===== src/rtl/upcnt_ctrl_pkg.sv =====
// upcnt_ctrl_pkg: state encodings and default command/ack bytes for the stopwatch controller
package upcnt_ctrl_pkg;
  typedef enum logic [1:0] {ST_STOP = 2'd0, ST_RUN = 2'd1, ST_CLEAR = 2'd2} state_t;
  typedef enum logic [1:0] {TX_IDLE = 2'd0, TX_WAIT_BUSY = 2'd1, TX_WAIT_DONE = 2'd2} tx_state_t;
  localparam logic [7:0] CMD_RUN_DEF  = 8'h72;
  localparam logic [7:0] CMD_STOP_DEF = 8'h73;
  localparam logic [7:0] CMD_CLR_DEF  = 8'h63;
  localparam logic [7:0] ACK_REJ_DEF  = 8'h21;
  localparam logic [7:0] ACK_UNK_DEF  = 8'h3F;
endpackage


===== src/rtl/upcnt_ack_tx.sv =====
// upcnt_ack_tx: 1-deep acknowledge slot with overflow drop and UART transmitter start/busy handshake
module upcnt_ack_tx
  import upcnt_ctrl_pkg::*;
(
  input  logic       clk,
  input  logic       reset,
  input  logic       i_ack_valid,
  input  logic [7:0] i_ack_data,
  input  logic       i_tx_busy,
  output logic       o_tx_start,
  output logic [7:0] o_tx_data,
  output logic       o_ack_drop
);
  tx_state_t  tx_q, tx_d;
  logic       full_q, full_d, start_q, start_d, drop_q, drop_d, send;
  logic [7:0] slot_q, slot_d, data_q, data_d;
  assign send = tx_q == TX_IDLE && full_q && !i_tx_busy;
  // a slot being emptied this cycle can accept a new candidate without dropping it
  always_comb begin
    tx_d    = send ? TX_WAIT_BUSY :
              (tx_q == TX_WAIT_BUSY && i_tx_busy) ? TX_WAIT_DONE :
              (tx_q == TX_WAIT_DONE && !i_tx_busy) ? TX_IDLE : tx_q;
    full_d  = i_ack_valid || (full_q && !send);
    slot_d  = (i_ack_valid && (!full_q || send)) ? i_ack_data : slot_q;
    drop_d  = i_ack_valid && full_q && !send;
    start_d = send;
    data_d  = send ? slot_q : data_q;
  end
  always_ff @(posedge clk or negedge reset) begin
    if (!reset) begin
      tx_q    <= TX_IDLE;
      full_q  <= 1'b0;
      slot_q  <= '0;
      start_q <= 1'b0;
      data_q  <= '0;
      drop_q  <= 1'b0;
    end else begin
      tx_q    <= tx_d;
      full_q  <= full_d;
      slot_q  <= slot_d;
      start_q <= start_d;
      data_q  <= data_d;
      drop_q  <= drop_d;
    end
  end
  assign o_tx_start = start_q;
  assign o_tx_data  = data_q;
  assign o_ack_drop = drop_q;
endmodule


===== src/rtl/upcnt_ctrl.sv =====
// upcnt_ctrl: run/stop/clear controller for the stopwatch counter, driven by buttons and UART bytes
module upcnt_ctrl
  import upcnt_ctrl_pkg::*;
#(
  parameter int         CLR_CYCLES = 2,
  parameter logic [7:0] CMD_RUN    = CMD_RUN_DEF,
  parameter logic [7:0] CMD_STOP   = CMD_STOP_DEF,
  parameter logic [7:0] CMD_CLR    = CMD_CLR_DEF,
  parameter logic [7:0] ACK_REJ    = ACK_REJ_DEF,
  parameter logic [7:0] ACK_UNK    = ACK_UNK_DEF
) (
  input  logic       clk,
  input  logic       reset,
  input  logic       i_btn_run,
  input  logic       i_btn_clr,
  input  logic       i_rx_valid,
  input  logic [7:0] i_rx_data,
  input  logic       i_tx_busy,
  output logic       o_tx_start,
  output logic [7:0] o_tx_data,
  output logic       o_run_on,
  output logic       o_clr_on,
  output logic [1:0] o_state,
  output logic       o_ack_drop
);
  localparam int CW = CLR_CYCLES > 1 ? $clog2(CLR_CYCLES) : 1;
  state_t        state_q, state_d;
  logic [CW-1:0] cnt_q, cnt_d;
  logic          cmd_run, cmd_stop, cmd_clr, ev_clr, rej;
  logic [7:0]    ack_data;
  assign cmd_run  = i_rx_valid && i_rx_data == CMD_RUN;
  assign cmd_stop = i_rx_valid && i_rx_data == CMD_STOP;
  assign cmd_clr  = i_rx_valid && i_rx_data == CMD_CLR;
  assign ev_clr   = i_btn_clr || cmd_clr;
  // 'r' loses to a simultaneous button clear in STOP, so it is answered as rejected
  assign rej      = state_q == ST_CLEAR || (state_q == ST_RUN && cmd_clr) ||
                    (state_q == ST_STOP && cmd_run && i_btn_clr);
  assign ack_data = !(cmd_run || cmd_stop || cmd_clr) ? ACK_UNK : rej ? ACK_REJ : i_rx_data;
  always_comb begin
    state_d = state_q;
    cnt_d   = cnt_q;
    case (state_q)
      ST_STOP: begin
        if (ev_clr) begin
          state_d = ST_CLEAR;
          cnt_d   = CW'(CLR_CYCLES - 1);
        end else if (cmd_run || i_btn_run) state_d = ST_RUN;
      end
      ST_RUN:   if (cmd_stop || i_btn_run) state_d = ST_STOP;
      ST_CLEAR: if (cnt_q == '0) state_d = ST_STOP; else cnt_d = cnt_q - 1'b1;
      default:  state_d = ST_STOP;
    endcase
  end
  always_ff @(posedge clk or negedge reset) begin
    if (!reset) begin
      state_q <= ST_STOP;
      cnt_q   <= '0;
    end else begin
      state_q <= state_d;
      cnt_q   <= cnt_d;
    end
  end
  assign o_run_on = state_q == ST_RUN;
  assign o_clr_on = state_q == ST_CLEAR;
  assign o_state  = state_q;
  upcnt_ack_tx u_ack_tx (
    .clk        (clk),
    .reset      (reset),
    .i_ack_valid(i_rx_valid),
    .i_ack_data (ack_data),
    .i_tx_busy  (i_tx_busy),
    .o_tx_start (o_tx_start),
    .o_tx_data  (o_tx_data),
    .o_ack_drop (o_ack_drop)
  );
endmodule


===== config.mk =====
export PLATFORM = sky130hd
export DESIGN_NAME = upcnt_ctrl
export DESIGN_NICKNAME = d
export VERILOG_FILES = /design/src/rtl/upcnt_ctrl_pkg.sv /design/src/rtl/upcnt_ack_tx.sv /design/src/rtl/upcnt_ctrl.sv
export SDC_FILE = /design/constraint.sdc
export NUM_CORES = 1
export LEC_CHECK = 0
export CORE_MARGIN = 2
export CORE_UTILIZATION = 46
export CTS_CLUSTER_DIAMETER = 200
export DETAILED_ROUTE_END_ITERATION = 8
export PLACE_DENSITY = 0.77
export SYNTH_ARGS = -nofsm -noshare
export SYNTH_HDL_FRONTEND = slang
export SYNTH_SLANG_ARGS = --single-unit

===== constraint.sdc =====
create_clock -name clk -period 1.85 [get_ports clk]
set_input_delay 0.555 -clock clk [delete_from_list [all_inputs] [get_ports clk]]
set_output_delay 0.555 -clock clk [all_outputs]
set_load 0.01 [all_outputs]

======== Word level (Yosys, flattened, before mapping) ========
Index checks and enable logic that the tools add are counted.
cells by class
  $add $sub $neg .......................... 1
  multipliers ............................. 0
  divide/modulo/power cells ............... 0
  order comparisons ....................... 0
  equal/unequal tests ..................... 11
  shift-type cells ........................ 0
  mux-type cells .......................... 13
  bitwise operators ....................... 0
  reduce and logical (&&, ||, !) cells .... 32
operator list
  cell                 count
  $eq 8x7->1 const B   3
  $mux 8               2
  $logic_and 1x1->1    14
  $mux 2               7
  $logic_or 1x1->1     9
  $pmux 2 s3           1
  $eq 2x1->1 const B   2
  $eq 2x2->1 const B   2
  $logic_not 2->1      2
  $ne 2x2->1 const B   2
  $logic_not 1->1      3
  $ne 3x2->1 const B   1
  $reduce_and 3->1     1
  $reduce_bool 3->1    1
  $mux 1               2
  $ne 2x1->1 const B   1
  $pmux 1 s2           1
  $reduce_and 2->1     1
  $reduce_bool 2->1    1
  $sub 1x1->1 const B  1
word-level totals
  bits in registers ....................... 24
  bits in latches ......................... 0
  memory bits (writable) .................. 0
  bits in read-only memories .............. 0
  memories ................................ 0

======== Depth between registers and ports, before layout ========
Gate-level depths: netlist of the first run.
  depth after elaboration ................. 7
  depth in mapped cells ................... 5

======== Cells and area by module ========
A second synthesis of the first run with hierarchy kept.
unflattened totals
  cells, all modules ...................... 87
  area, all modules ....................... 1119.8 um^2
modules (own cells, without submodules)
  module        instances  cells each  area each (um^2)  sequential area each (um^2)
  upcnt_ack_tx  1          47          788.3             525.5
  upcnt_ctrl    1          40          331.6             75.1

======== Worst setup path after synthesis of the first run ========
OpenSTA, ideal clock, no wires.
  path kind ............................... input to register
  start point ............................. input port i_rx_data[7]
  end point ............................... register u_ack_tx.slot_q[6]
  library setup time ...................... 0.121 ns
  arrival time ............................ 1.526 ns
  slack ................................... 0.203 ns
  cell stages on the path ................. 4
  buffers on the path ..................... 0
  cell sequence ........................... and4b_1 -> nand3_1 -> or3_1 -> a32o_2
between the ends
  longest elaborated chain between the ends .. 7
ends and longest elaborated chain
  element                                                       RTL line                            text
  from (decl)                                                   upcnt_ctrl.sv:17                    input logic [7:0] i_rx_data,
  $eq 8x7->1 (on tied branches)                                 upcnt_ctrl.sv:33, upcnt_ctrl.sv:31
  $logic_and 1x1->1 (on tied branches)                          upcnt_ctrl.sv:33, upcnt_ctrl.sv:31
  $logic_and 1x1->1 (on tied branches)                          upcnt_ctrl.sv:36, upcnt_ctrl.sv:37
  $logic_or 1x1->1 / $logic_and 1x1->1 (equally long branches)  upcnt_ctrl.sv:36, upcnt_ctrl.sv:37
  $logic_or 1x1->1                                              upcnt_ctrl.sv:36                    assign rej = state_q == ST_CLEAR || (state_q == ST_RUN && cmd_clr) ||
  $mux 8                                                        upcnt_ctrl.sv:38                    assign ack_data = !(cmd_run || cmd_stop || cmd_clr) ? ACK_UNK : rej ? ACK_REJ : i_rx_data;
  $mux 8 (*)                                                    upcnt_ctrl.sv:38
  to (signal assigned)                                          upcnt_ack_tx.sv:40                  slot_q <= slot_d;
  to (decl)                                                     upcnt_ack_tx.sv:16                  logic [7:0] slot_q, slot_d, data_q, data_d;
Every way passes the cells marked *; elsewhere a longest branch is shown, timed or not.
A chain may end at the register's enable or synchronous reset.

======== Final worst setup path of the first run ========
  start point ............................. register u_ack_tx.data_q[7], in the netlist u_ack_tx.o_tx_data[7]
  end point ............................... output port o_tx_data[7]
RTL lines
  element                 RTL line            text
  from (decl)             upcnt_ack_tx.sv:16
  from (signal assigned)  upcnt_ack_tx.sv:42  data_q <= data_d;
  to (decl)               upcnt_ctrl.sv:20    output logic [7:0] o_tx_data,
No word-level cell between the ends.

==> results of run 1 <==
worst min-delay path: cells and delay by family (launching register included):
kind             cells  cell delay, ns
DFF                  1            0.37
and+or+nand+nor      2            0.10
report_power, final:
part | leakage (nW) | switching [mW] | internal (mW)
clock | 0.0210 | 0.154 | 0.120
sequential | 0.277 | 0.0944 | 0.687
combinational | 0.439 | 0.373 | 0.438
how the worst max path moves through the flow:
stage,startpoint,end,slack (ns),cells after the start
global route,o_state[0],o_state[0],0.00005,3
detailed placement,i_tx_busy,u_ack_tx.slot_q[0],-0.30,5
CTS,o_state[0],o_run_on,-0.04,4
finish,u_ack_tx.o_tx_data[7],o_tx_data[7],0.06,1
floorplan,i_rx_data[7],u_ack_tx.slot_q[6],0.20,4
global placement,i_tx_busy,u_ack_tx.slot_q[6],-0.23,6
kinds of logic (layout without fill, tap and decap cells):
family | count (synthesis) | after routing | synth area share (%)
simple gates | 47 | 47 | 23.02
flops | 24 | 24 | 57.55
compound gates | 19 | 19 | 13.91
buf+inv | 9 | 54 | 3.717
fa+ha+maj | 1 | 1 | 0.9593
xor+xnor | 1 | 1 | 0.8395
layer usage:
metal | track usage [%] | part of all wire, % | vias up
met1 | 25.57 | 41 | 411
met5 | 0 | 0 | -
li1 | - | - | 435
met4 | 14.04 | 3.3 | 0
met2 | 36.54 | 51 | 27
met3 | 4.023 | 4.5 | 7
area by class of cell:
type / count / area, um^2
repair buffers: 43 / 384.1
flip-flops and latches: 24 / 600.6
fillers: 182 / 654.4
clock buffers: 4 / 36.28
inverters: 7 / 31.28
multi-input cells: 68 / 427.9
well taps: 28 / 35.03
per-stage QoR:
stage	setup TNS [ns]	power (mW)	worst slack (ns)	cells
global placement	-3.028	1.539	-0.2281	168
floorplan	0	1.150	0.2026	101
global route	0	2.004	0.00005029	174
detailed placement	-3.550	1.566	-0.3024	168
CTS	-0.04303	1.833	-0.04280	173
finish	0	1.866	0.05830	174
state kept, by name, indices dropped and copies added, names as in the netlist:
| register | count |
|---|---|
| cnt_q | 1 |
| u_ack_tx.tx_q | 2 |
| u_ack_tx.o_tx_data | 8 |
| u_ack_tx.o_tx_start | 1 |
| u_ack_tx.full_q | 1 |
| u_ack_tx.slot_q | 8 |
| o_state | 2 |
| u_ack_tx.o_ack_drop | 1 |
Yosys cell counts:
| library cell | instances | area share [%] |
|---|---|---|
| nand2_1 | 26 | 9.4 |
| or3_1 | 1 | 0.60 |
| o211ai_1 | 1 | 0.72 |
| nor2_1 | 9 | 3.2 |
| and3_1 | 1 | 0.60 |
| o31ai_1 | 1 | 0.72 |
| dfrtp_1 | 24 | 58 |
| maj3_1 | 1 | 0.96 |
| and4b_1 | 1 | 0.96 |
| clkinv_4 | 1 | 0.84 |
| nor4bb_1 | 1 | 0.96 |
| a41oi_1 | 1 | 0.84 |
| and2_1 | 1 | 0.60 |
| o21ai_0 | 1 | 0.48 |
| o21ai_4 | 1 | 1.6 |
| nor2b_1 | 1 | 0.60 |
| or4b_4 | 1 | 1.3 |
| nor2_8 | 1 | 1.9 |
| o211a_1 | 1 | 0.96 |
| nand2b_1 | 2 | 1.2 |
| inv_1 | 6 | 2.2 |
| xnor2_1 | 1 | 0.84 |
| a2bb2oi_1 | 1 | 0.84 |
| a21o_1 | 1 | 0.72 |
| a32o_2 | 1 | 1.1 |
| a31oi_1 | 3 | 1.8 |
| clkbuf_1 | 2 | 0.72 |
| o21a_1 | 1 | 0.72 |
| a21oi_1 | 5 | 2.4 |
| nor3b_2 | 1 | 1.2 |
| a21boi_2 | 1 | 1.1 |
| nand3_1 | 1 | 0.48 |
repair_timing:
item	4_1_cts	5_1_grt
resized for setup	6	7
pin swaps	0	1
hold buffers	0	0
endpoints found under the setup margin	4	5
setup buffers	1	1
cells in the final DEF (no fill, tap or decap), drive strengths merged, types with 3 or more instances in the layout:
| cell type | instances |
|---|---|
| clkdlybuf4s50 | 23 |
| a21oi | 5 |
| buf | 17 |
| nand2 | 26 |
| clkbuf | 4 |
| inv | 6 |
| nor2 | 10 |
| a31oi | 3 |
| dfrtp | 24 |
==> results.toml, run 1 <==
[clocking]
clockBufferDepth = 2
numCtsBuffers = 3
clk_pin_slew_ns = 0.13
clock-sinks = 24
htree_levels = 1
cts_root_buffer = "clkbuf_4"
cts_tree = "built"
insertion_delay_ns = 0.32

[setup_path]
critPathCaptureType = "primary output"
crit_slowest_cell = "clkdlybuf4s50_1"
worstPathMaxFanout = 2
rr_endpoint = "u_ack_tx.slot_q[0]"
critPathRequiredTime_ns = 1.29
start_kind = "flop"
cpPeakStageDelay_ns = 0.54
crit_chain = "clkdlybuf4s50_1"
cp_num_buf_inv = 1
cp.arrival_ns = 1.24
r2r_setup_slack_ns = 0.30
critical_path_class = "flop to primary output"
reg2regPathDepth = 5
crit_family = "buffers and inverters"
reg2reg_from = "u_ack_tx.full_q"

[timing]
drv_slew = 0
finalCritPeriodShare_pct = 96.85
worst_hold_slack_ns = 0.4831
hold_violations = 0
max_freq_mhz = 558.1
maxSlewHeadroom_pct = 70.10
clock_skew_ns = 0.007537
setup_viol = 0
rsz0062_at_grt = "no"
tightest_slew_ns = 0.4466
period_minus_slack_ns = 1.792

[hold_path]
hold_path_startpoint = "u_ack_tx.slot_q[5]"
holdPathEnd = "u_ack_tx.o_tx_data[5]"
worst_hold_path.num_cells = 2
hold_class = "flop to flop"

[detailed_routing]
wl_mm = 2.242
drt_iter0_drc = 14
routedWlPerCell_um = 12.89
dr.pass1.iters = 4
drcViolationCount = 0
vias_per_cell = 5.057
ant_nets = 0
vias = 880

[placement]
finalWeightedCongestion = 0.8238
dp_hpwl_mm = 1.721
place_area_um2 = 1446
portBuffers = 27

[grt]
grt_max_degree = 25
track_usage_pct = 21.81
grt_pass1_vias = 946
grt_pass1_wl_mm = 4.133
grt_antenna_before_repair = 0
grt-ovfl-total = 0

[finish]
syn2layout_area_growth_pct = 45.20
final_nets = 161
n_antenna_cell = 0
fin_util_pct = 69.84
fin_area_um2 = 1515
layout-drive-gt1-share_pct = 21.23

[outcome]
status = "finished, final reports clean"

[synth]
syn_nets = 115
ys_ff_latch = 24
yosysSeqAreaShare_pct = 57.55
synth.distinct_cells = 32
postSynthCellCount = 101
synth_area_per_cell_um2 = 10.33
yosysWarnings = 0
synth_area_um2 = 1044

[pwr]
ir_worst_vdd_v = 0.0007573
power_density_nw_per_um2 = 1231
p_leak_nw = 0.7366

[die]
fp.dieH_um = 51.63
core_area_um2 = 2170
fp.dieW_um = 51.63
ios = 28
fp.dieArea_um2 = 2666
rows = 17
initial_core_util_pct = 48.10

[job]
drv_cap = 0
(Power assumes the default switching activity.)
==> run 2, diff against run 1 <==
--- a/config.mk
+++ b/config.mk
@@ -7,7 +7,7 @@
 export LEC_CHECK = 0
 export CORE_MARGIN = 2
 export CORE_UTILIZATION = 46
-export CTS_CLUSTER_DIAMETER = 200
+export CTS_CLUSTER_DIAMETER = 120
 export DETAILED_ROUTE_END_ITERATION = 8
 export PLACE_DENSITY = 0.77
 export SYNTH_ARGS = -nofsm -noshare
==> results of run 2 <==
The final DEF is identical to that of run 1; final timing and power are the same.
==> run 3, diff against run 2 <==
--- a/config.mk
+++ b/config.mk
@@ -5,8 +5,9 @@
 export SDC_FILE = /design/constraint.sdc
 export NUM_CORES = 1
 export LEC_CHECK = 0
+export ABC_AREA = 1
 export CORE_MARGIN = 2
-export CORE_UTILIZATION = 46
+export CORE_UTILIZATION = 47
 export CTS_CLUSTER_DIAMETER = 120
 export DETAILED_ROUTE_END_ITERATION = 8
 export PLACE_DENSITY = 0.77
==> results.toml, run 3 <==
[outcome]
status = "finished, final reports clean"

[setup_path]
cpPeakStageDelay_ns = 0.38
cp.arrival_ns = 1.24
critPathRequiredTime_ns = 1.29
start_kind = "flop"
critical_path_class = "flop to primary output"
crit_slowest_cell = "dfrtp_1"
worstPathMaxFanout = 3
crit_chain = "buf_4, inv_1, nor2_2, clkdlybuf4s15_1"
critPathCaptureType = "primary output"

[hold_path]
hold_class = "flop to flop"

[timing]
drv_slew = 0
tightest_slew_ns = 0.2943
worst_slack_ns = 0.05784
hold_violations = 0
worst_hold_slack_ns = 0.4636
period_minus_slack_ns = 1.792
maxSlewHeadroom_pct = 80.23
setup_viol = 0
clock_skew_ns = 0.001226
max_freq_mhz = 558.0
rsz0062_at_grt = "no"
setup_tns_ns = 0
finalCritPeriodShare_pct = 96.87

[pwr]
p_leak_nw = 0.7203
power_density_nw_per_um2 = 1215
switching_share_pct = 34.55
clockPowerShare_pct = 12.2
intPower_mw = 1.179
switching_power_mw = 0.6227
seq_power_share_pct = 43.3
ir_worst_vdd_v = 0.0007695
total_power_mw = 1.802
share_comb_of_total_power_pct = 44.5

[clocking]
clk_pin_slew_ns = 0.12
clockBufferDepth = 2
htree_levels = 1
clock-sinks = 24
numCtsBuffers = 3
insertion_delay_ns = 0.31
cts_root_buffer = "clkbuf_4"
cts_tree = "built"
cts_hold_buf = 0

[die]
ios = 28
rows = 17
initial_core_util_pct = 49.29
fp.dieArea_um2 = 2697
fp.dieW_um = 51.93
core_area_um2 = 2191
fp.dieH_um = 51.93

[detailed_routing]
ant_nets = 0
dr.pass1.iters = 3
routedWlPerCell_um = 10.46
wl_mm = 2.040
drcViolationCount = 0
vias = 934
drt_iter0_drc = 8
vias_per_cell = 4.790

[synth]
yosys_most_used_dff = "dfrtp_1"
synth-edff-count = 0
synth_area_per_cell_um2 = 8.502
synth.top_cell.area_share_pct = 55.62
ys_ff_latch = 24
postSynthCellCount = 127
synth_area_leaders = "dfrtp_1 (56%), nand2_1 (10%), inv_1 (5.9%)"
synth_top_family_by_area = "simple AND/OR/NAND/NOR gates"
yosysWarnings = 0
muxShareOfSynthArea_pct = 0
yosysMostFrequentCell = "nand2_1"
synth-xor-area-share_pct = 0
synth.distinct_cells = 20
async_reset_ff_share_pct = 100.0
synth_area_um2 = 1080
yosysSeqAreaShare_pct = 55.62
syn_nets = 141
synth_common_cells = "nand2_1 (30), dfrtp_1 (24), inv_1 (17), nor2_1 (17), a21oi_1 (7)"
yosysTopAreaCell = "dfrtp_1"
yosys.area_share.simple_pct = 29.90
synth-adder-area-share_pct = 0
synth-compound-area-share_pct = 7.764

[finish]
final_nets = 183
final_common_cell = "nand2_1"
n_antenna_cell = 0
layout-drive-gt1-share_pct = 17.96
final_cell_mix = "nand2_1 (30), dfrtp_1 (24), clkdlybuf4s50_1 (23)"
syn2layout_area_growth_pct = 37.31
fin_util_pct = 67.68

[placement]
dp_hpwl_mm = 1.550
dp_slack_ns = 0.007757
finalWeightedCongestion = 0.7644
portBuffers = 27

[grt]
grt_max_degree = 25
track_usage_pct = 17.57
grt_pass1_vias = 914
grt-ovfl-total = 0
grt_pass1_wl_mm = 3.498
grt_antenna_before_repair = 0

[job]
drv_cap = 0
-- run 3: logic make-up (layout without fill, tap and decap cells) --
| group | after synthesis | after routing |
|---|---|---|
| AO/OA/AOI/OAI | 16 | 16 |
| flip-flops | 24 | 24 |
| buffers and inverters | 19 | 59 |
| AND/OR/NAND/NOR | 68 | 68 |
-- run 3: routing by layer --
layer	wire, um	track usage, %	up-vias
li1	-	-	483
met1	862	19.62	412
met2	999	31.65	32
met3	109	1.437	7
met4	69	11.40	0
met5	0	0	-
-- run 3: critical path: cells and delay by family (launching register included) --
family	cells	cell delay (ns)
AND/OR/NAND/NOR	1	0.11
buffers and inverters	3	0.43
flip-flops	1	0.38
-- run 3: worst paths after layout --
check,cells past startpoint,endpoint,from,slack (ns)
max reg2reg,7,u_ack_tx.slot_q[6],u_ack_tx.tx_q[0],0.66
min in group asynchronous,2,u_ack_tx.slot_q[5],reset,0.59
min,2,u_ack_tx.slot_q[5],u_ack_tx.slot_q[5],0.46
max,4,o_clr_on,o_state[1],0.06
min reg2reg,2,u_ack_tx.slot_q[5],u_ack_tx.slot_q[5],0.46
max in group asynchronous,2,u_ack_tx.o_tx_start,reset,1.03
-- run 3: final cells by class --
class	count	area, um^2
Inverter	18	68.82
Sequential cell	24	600.6
Clock buffer	3	22.52
Multi-Input combinational cell	84	409.1
Fill cell	190	708.2
Tap cell	28	35.03
Timing Repair Buffer	38	346.6
-- run 3: power groups by stage --
stage / clock, mW / sequential, mW / combinational (mW)
2_1_floorplan: 0 / 0.842 / 0.319
3_3_place_gp: 0 / 0.796 / 0.721
3_5_place_dp: 0 / 0.806 / 0.736
4_1_cts: 0.232 / 0.780 / 0.784
5_1_grt: 0.253 / 0.801 / 0.892
6_report: 0.220 / 0.780 / 0.802
-- run 3: through the flow --
step                instances  area, um^2
floorplan                 127        1080
global placement          187        1426
detailed placement        187        1426
CTS                       194        1476
global route              195        1483
finish                    195        1483
-- run 3: timing repair --
action,in CTS,in global routing
pin swaps,0,0
setup buffers,4,1
gates resized for setup,5,4
endpoints found under the setup margin,4,2
